--- src/rtl/drive_cmd_pkg.sv ---
// Shared types and byte codes for the drive command arbiter.
// Direction vectors are one-hot, W at bit 0 through STOP at bit 8.
package drive_cmd_pkg;

  typedef enum logic [1:0] {
    S_IDLE,
    S_MANUAL,
    S_AUTO,
    S_ESTOP
  } state_e;

  localparam int unsigned D_W    = 0;
  localparam int unsigned D_A    = 1;
  localparam int unsigned D_S    = 2;
  localparam int unsigned D_D    = 3;
  localparam int unsigned D_WA   = 4;
  localparam int unsigned D_WD   = 5;
  localparam int unsigned D_AS   = 6;
  localparam int unsigned D_AD   = 7;
  localparam int unsigned D_STOP = 8;

  localparam logic [8:0] DIR_STOP = 9'b1 << D_STOP;

  localparam logic [7:0] B_MAN   = 8'h4D;
  localparam logic [7:0] B_AUTO  = 8'h41;
  localparam logic [7:0] B_IDLE  = 8'h49;
  localparam logic [7:0] B_ESTOP = 8'h21;
  localparam logic [7:0] B_REL   = 8'h52;
  localparam logic [7:0] B_W     = 8'h77;
  localparam logic [7:0] B_A     = 8'h61;
  localparam logic [7:0] B_S     = 8'h73;
  localparam logic [7:0] B_D     = 8'h64;
  localparam logic [7:0] B_WA    = 8'h71;
  localparam logic [7:0] B_WD    = 8'h65;
  localparam logic [7:0] B_AS    = 8'h7A;
  localparam logic [7:0] B_AD    = 8'h63;
  localparam logic [7:0] B_X     = 8'h78;

  typedef struct packed {
    logic       legal;
    logic       is_dir;
    logic [8:0] dir;
  } byte_dec_t;

  function automatic byte_dec_t decode_byte(
    input logic [7:0] b
  );
    byte_dec_t r;
    r.legal  = 1'b1;
    r.is_dir = 1'b1;
    r.dir    = DIR_STOP;
    case (b)
      B_W:  r.dir = 9'b1 << D_W;
      B_A:  r.dir = 9'b1 << D_A;
      B_S:  r.dir = 9'b1 << D_S;
      B_D:  r.dir = 9'b1 << D_D;
      B_WA: r.dir = 9'b1 << D_WA;
      B_WD: r.dir = 9'b1 << D_WD;
      B_AS: r.dir = 9'b1 << D_AS;
      B_AD: r.dir = 9'b1 << D_AD;
      B_X:  r.dir = DIR_STOP;
      B_MAN, B_AUTO, B_IDLE,
      B_ESTOP, B_REL: r.is_dir = 1'b0;
      default: begin
        r.legal  = 1'b0;
        r.is_dir = 1'b0;
      end
    endcase
    return r;
  endfunction

  function automatic logic is_onehot(
    input logic [8:0] v
  );
    return (v != 9'd0) &&
           ((v & (v - 9'd1)) == 9'd0);
  endfunction

endpackage

--- src/rtl/cmd_watchdog.sv ---
// Saturating inactivity counter for the drive arbiter.
// hit_o pulses on the update that reaches the limit; expired_o holds.
module cmd_watchdog #(
  parameter int unsigned TIMEOUT_CYCLES = 5000000
) (
  input  logic clk,
  input  logic reset,
  input  logic active_i,
  input  logic kick_i,
  input  logic clear_i,
  output logic hit_o,
  output logic expired_o
);

  localparam int unsigned CW =
    $clog2(TIMEOUT_CYCLES + 1);
  localparam logic [CW-1:0] MAX =
    CW'(TIMEOUT_CYCLES);

  logic [CW-1:0] cnt_q;
  logic [CW-1:0] cnt_d;
  logic          exp_q;
  logic          exp_d;

  always_comb begin
    cnt_d = cnt_q;
    exp_d = exp_q;
    if (clear_i || kick_i || !active_i) begin
      cnt_d = '0;
      exp_d = 1'b0;
    end else if (cnt_q != MAX) begin
      cnt_d = cnt_q + CW'(1);
      exp_d = (cnt_d == MAX);
    end
  end

  always_ff @(posedge clk) begin
    if (reset) begin
      cnt_q <= '0;
      exp_q <= 1'b0;
    end else begin
      cnt_q <= cnt_d;
      exp_q <= exp_d;
    end
  end

  assign hit_o     = exp_d && !exp_q;
  assign expired_o = exp_q;

endmodule

--- src/rtl/drive_command_arbiter.sv ---
// Mode FSM and drive-direction arbiter between the Arduino command
// link and the autonomous decision tree, with watchdog and e-stop.
module drive_command_arbiter
  import drive_cmd_pkg::*;
#(
  parameter int unsigned CMD_W          = 8,
  parameter int unsigned TIMEOUT_CYCLES = 5000000,
  parameter int unsigned CONFIRM_COUNT  = 1
) (
  input  logic             clk,
  input  logic             reset,
  input  logic             cmd_valid,
  input  logic [CMD_W-1:0] cmd_data,
  input  logic             auto_valid,
  input  logic [8:0]       auto_dir,
  output logic [8:0]       dir,
  output logic             manual_on,
  output logic             auto_on,
  output logic             estop,
  output logic             timeout_flag,
  output logic             cmd_error
);

  localparam logic [CMD_W-1:0] LOW_MASK =
    CMD_W'(8'hFF);
  localparam logic [3:0] CONF =
    4'(CONFIRM_COUNT);

  state_e     state_q;
  state_e     state_d;
  logic [8:0] dir_q;
  logic [8:0] dir_d;
  logic [8:0] pend_q;
  logic [8:0] pend_d;
  logic [3:0] ccnt_q;
  logic [3:0] ccnt_d;
  logic       err_q;
  logic       err_d;

  byte_dec_t  dec;
  logic [7:0] b;
  logic       legal;
  logic       illegal;
  logic       is_mode;
  logic       chg;
  logic       auto_take;
  logic       auto_ok;
  logic       auto_bad;
  logic       man_dir;
  logic       kick;
  logic       apply;
  logic       wd_active;
  logic       wd_hit;
  logic       wd_expired;

  assign b   = cmd_data[7:0];
  assign dec = decode_byte(b);

  assign legal = cmd_valid && dec.legal &&
    ((cmd_data & ~LOW_MASK) == '0);
  assign illegal = cmd_valid && !legal;
  assign is_mode = legal && !dec.is_dir;

  always_comb begin
    state_d = state_q;
    if (is_mode && b == B_ESTOP) begin
      state_d = S_ESTOP;
    end else if (is_mode) begin
      unique case (state_q)
        S_IDLE: begin
          if (b == B_MAN)
            state_d = S_MANUAL;
          else if (b == B_AUTO)
            state_d = S_AUTO;
        end
        S_MANUAL: begin
          if (b == B_AUTO)
            state_d = S_AUTO;
          else if (b == B_IDLE)
            state_d = S_IDLE;
        end
        S_AUTO: begin
          if (b == B_MAN)
            state_d = S_MANUAL;
          else if (b == B_IDLE)
            state_d = S_IDLE;
        end
        S_ESTOP: begin
          if (b == B_REL)
            state_d = S_IDLE;
        end
      endcase
    end
  end

  assign chg = (state_d != state_q);

  // a mode byte in the same cycle discards the auto sample
  assign auto_take = (state_q == S_AUTO) &&
    auto_valid && !is_mode;
  assign auto_ok  = auto_take && is_onehot(auto_dir);
  assign auto_bad = auto_take && !auto_ok;

  assign man_dir = (state_q == S_MANUAL) &&
    legal && dec.is_dir;
  assign kick = man_dir || auto_ok;
  assign wd_active = (state_q == S_MANUAL) ||
    (state_q == S_AUTO);

  always_comb begin
    pend_d = pend_q;
    ccnt_d = ccnt_q;
    apply  = 1'b0;
    if (chg) begin
      ccnt_d = '0;
    end else if (man_dir) begin
      if (dec.dir == pend_q) begin
        if (ccnt_q < CONF)
          ccnt_d = ccnt_q + 4'd1;
      end else begin
        pend_d = dec.dir;
        ccnt_d = 4'd1;
      end
      apply = (ccnt_d == CONF);
    end
  end

  always_comb begin
    dir_d = dir_q;
    if (chg || !wd_active)
      dir_d = DIR_STOP;
    else if (apply)
      dir_d = dec.dir;
    else if (auto_ok)
      dir_d = auto_dir;
    else if (auto_bad || wd_hit)
      dir_d = DIR_STOP;
  end

  assign err_d = auto_bad ||
    (illegal && state_q != S_ESTOP);

  cmd_watchdog #(
    .TIMEOUT_CYCLES(TIMEOUT_CYCLES)
  ) u_wd (
    .clk      (clk),
    .reset    (reset),
    .active_i (wd_active),
    .kick_i   (kick),
    .clear_i  (chg),
    .hit_o    (wd_hit),
    .expired_o(wd_expired)
  );

  always_ff @(posedge clk) begin
    if (reset) begin
      state_q <= S_IDLE;
      dir_q   <= DIR_STOP;
      pend_q  <= DIR_STOP;
      ccnt_q  <= '0;
      err_q   <= 1'b0;
    end else begin
      state_q <= state_d;
      dir_q   <= dir_d;
      pend_q  <= pend_d;
      ccnt_q  <= ccnt_d;
      err_q   <= err_d;
    end
  end

  assign dir          = dir_q;
  assign manual_on    = (state_q == S_MANUAL);
  assign auto_on      = (state_q == S_AUTO);
  assign estop        = (state_q == S_ESTOP);
  assign timeout_flag = wd_expired;
  assign cmd_error    = err_q;

endmodule

--- config.mk ---
export PLATFORM = sky130hd
export DESIGN_NAME = drive_command_arbiter
export DESIGN_NICKNAME = d
export VERILOG_FILES = /design/src/rtl/drive_cmd_pkg.sv /design/src/rtl/cmd_watchdog.sv /design/src/rtl/drive_command_arbiter.sv
export SDC_FILE = /design/constraint.sdc
export NUM_CORES = 1
export LEC_CHECK = 0
export ABC_CLOCK_PERIOD_IN_PS = 8600
export BUFFER_PORTS_ARGS = -buffer_cell sky130_fd_sc_hd__clkbuf_2
export CORE_ASPECT_RATIO = 1.2
export CORE_UTILIZATION = 55
export CTS_BUF_LIST = sky130_fd_sc_hd__clkbuf_4 sky130_fd_sc_hd__clkbuf_8 sky130_fd_sc_hd__clkbuf_16
export DETAILED_ROUTE_END_ITERATION = 10
export MAX_ROUTING_LAYER = met4
export PLACE_DENSITY = 0.83
export RECOVER_POWER = 50
export SETUP_SLACK_MARGIN = 0.5
export SLEW_MARGIN = 40
export SYNTH_ARGS = -nofsm -noshare
export SYNTH_HDL_FRONTEND = slang
export SYNTH_SLANG_ARGS = --single-unit
--- constraint.sdc ---
create_clock -name clk -period 8.6 [get_ports clk]
set_clock_uncertainty 0.2 [all_clocks]
set_input_delay 0.86 -clock clk [delete_from_list [all_inputs] [get_ports clk]]
set_output_delay 0.86 -clock clk [all_outputs]
set_load 0.03 [all_outputs]
==> run metrics <==
status finished, violations left; failing checks capacitance limit, slew limit; Setup crit end kind flop; worst path required time approximately 8.6 ns; WHS Path Cells 2; P_int 0.299 mW; Clock power frac between 30% and 40%; RSZ-0062 raised after global routing false; CORE AREA between 0.006 and 0.007 mm2; worst skew pair latency between 0.3 and 0.4 ns; Worst EP arrival just over 5 ns; layout cell share with drive strength beyond 1 under 10%; Pwr Density about 110 mW/mm2; CP max stage cell nor3b_1; nets 493; CP delay by family, top simple AND/OR/NAND/NOR gates; peak supply drop between 0.06 and 0.07 mV; hold_ws between 0.2 and 0.3 ns; Syn Nets between 400 and 500; synthesis-to-layout area growth 6.54%; total wire length 8290 um; post-synthesis sequential area ratio between 20% and 30%; Startpoint Class primary input; largest net degree at the start of global routing 23; grt total ovfl 0; leakage power figure 1.22 nW; Pre-Repair DR Iteration Count 7; Initial Util a little under three fifths; CTS tree yes; Fmax a little under 0.2 GHz; Hold Path Class flop to flop; clock tree buffer depth 2; Synth cell types 71; TritonCTS buffer count 5; Post-synth EDFFs 0; syn_area_per_cell 7.65 um2; Vias between 3000 and 4000; sequential power share between 50% and 60%; worst slew pin tran about 1.9 ns; fin. max-slew vios 22; Yosys warning count 0; Vias per Instance between 6 and 7; Non-Filler Instances 547; GRT Util Overall roughly 27%; antenna cells 0; WP depth 8; root buffer cell clkbuf_8; Tot Pwr ~0.41 mW; Die ar. between 0.006 and 0.007 mm2; most common cell in the synthesized netlist nor2_1; Setup Buffers After CTS 0; P_sw between 0.1 and 0.15 mW; Die W between 70 and 80 um; Logic pwr share ~7.2%; DRC viols 0; Cell Area, Synth roughly 0.0034 mm2; Hold Fails Final Rpt 0; fin crit period 5.06 ns; Synth Instances 448; CP cell instances clkbuf_1 > or3b_2 > o41ai_1 > a21o_1 > a31oi_1 > nor3b_1 > nand2_2 > a21oi_1; Setup Viol. Count Final 0; DR iter-0 viols between 200 and 250; Placer Congestion 0.983; Die H 88.5 um; final worst slack approximately 3.5 ns; row count 31; max incr delay on CP approximately 1.5 ns; max_slew headroom -27.0%; crit share post-route 58.9%; CTS sink cnt 49; Sum Neg Setup Slack 0 ns; Reg2Reg Depth 9; maximum capacitance violations 1; asr flop ratio synth 0%; post-synth top area cell dfxtp_1; area occupied by multi-input gates approximately 0.0023 mm2; DP Cell Count around 540; number of routed nets with antenna violations 0; pre-CTS setup slack approximately 4.5 ns; IO Count 35; Port Buf Inserts 34; first-pass GRT wire length 13500 um; Worst Setup Path Type primary input to flop; share of the synthesized area in the top cell type roughly 29%; Clock transition at path regs about 0.10 ns; FILL cells roughly 530; Resized cells post-CTS 0; wire per inst roughly 15 um; Post-synth top flop dfxtp_1; FF/Latch Area 981 um2; CTS Hold Bufs 0; Seq cells post-synth between 40 and 50; HPWL Detailed approximately 6200 um; Commonest cells post-synth 53 x nor2_1, 49 x dfxtp_1, 47 x nand2_1; vias in the first global route ~3100; CP Max Fanout 22; antenna violations before repair 0; Net Sw Frac 26.3%; Worst Path Buf+Inv 1; H-tree Lvls 2; ranking of synthesized cells by area dfxtp_1 29%, nor2_1 5.8%, nand2_1 5.1%, o21ai_0 3.4%, nand3_1 3.2%
==> layout make-up <==
class	instances	share of cell area, %
clock buffer	5	1.89
clock inverter	3	0.788
tap	82	2.81
sequential	49	26.9
multi-input combinational	361	62.1
timing repair buffer	35	4.35
inverter	12	1.23
==> kinds of logic after synthesis <==
| family | Yosys count | share of synthesized area, % |
|---|---|---|
| xor gates and xnor gates | 23 | 5.88 |
| muxes | 9 | 2.70 |
| adders and majority gates | 9 | 3.21 |
| buffers and inverters | 38 | 4.93 |
| DFF | 49 | 28.6 |
| and+or+nand+nor | 228 | 35.7 |
| AOI/OAI and AO/OA | 92 | 19.0 |
==> registers in the layout (all words and copies together) (netlist names) <==
signal and cells:
pend_q 9, cmd_error 1, state_q 2, ccnt_q 4
u_wd.expired_o 1, u_wd.cnt_q 23, dir 9
==> metal layers <==
layer / part of all wire (%) / routed length [um] / GRT usage [%]
met5: 0 / 0 / -
met4: 5.2 / 427 / 18.2
met3: 4.0 / 331 / 3.08
met2: 50 / 4100 / 45.0
met1: 41 / 3430 / 29.8
==> power by group through the flow <==
| stage | Clock, mW | Combinational (mW) | Sequential, mW |
|---|---|---|---|
| 4_1_cts | 0.152 | 0.0286 | 0.227 |
| 6_report | 0.149 | 0.0290 | 0.227 |
| 2_1_floorplan | 0 | 0.0168 | 0.233 |
| 3_3_place_gp | 0 | 0.0275 | 0.232 |
| 3_5_place_dp | 0 | 0.0285 | 0.232 |
| 5_1_grt | 0.161 | 0.0316 | 0.227 |
==> layout by cell type, fill, tap and decap left out, drive strengths merged, types with 12 or more instances in the layout <==
cell    count
a21oi      15
dfxtp      49
nand2      48
o21ai      24
clkbuf     39
xnor2      12
inv        15
nor3       16
nor2       53
nand2b     12
nand3      22
==> through the flow <==
step,area [um2],util [%]
2_1_floorplan,3430,-
3_3_place_gp,3580,59.6
3_5_place_dp,3590,59.7
4_1_cts,3690,61.3
5_1_grt,3650,60.7
6_report,3650,60.7
==> tightest hold or removal path: cells and delay by family (launching register included) <==
kind	cells	cell delay, ns
AND/OR/NAND/NOR	1	0.05
AO/OA/AOI/OAI	1	0.06
flip-flops	1	0.32
==> final timing paths <==
| kind | startpoint | to | slack (ns) |
|---|---|---|---|
| worst max-delay path | cmd_data[3] | u_wd.expired_o | 3.54 |
| worst min-delay path | dir[3] | dir[3] | 0.27 |
| worst max register to register | state_q[0] | u_wd.expired_o | 4.24 |
| worst min register to register | dir[3] | dir[3] | 0.27 |
No activity file was read; power rests on OpenSTA's default activity.
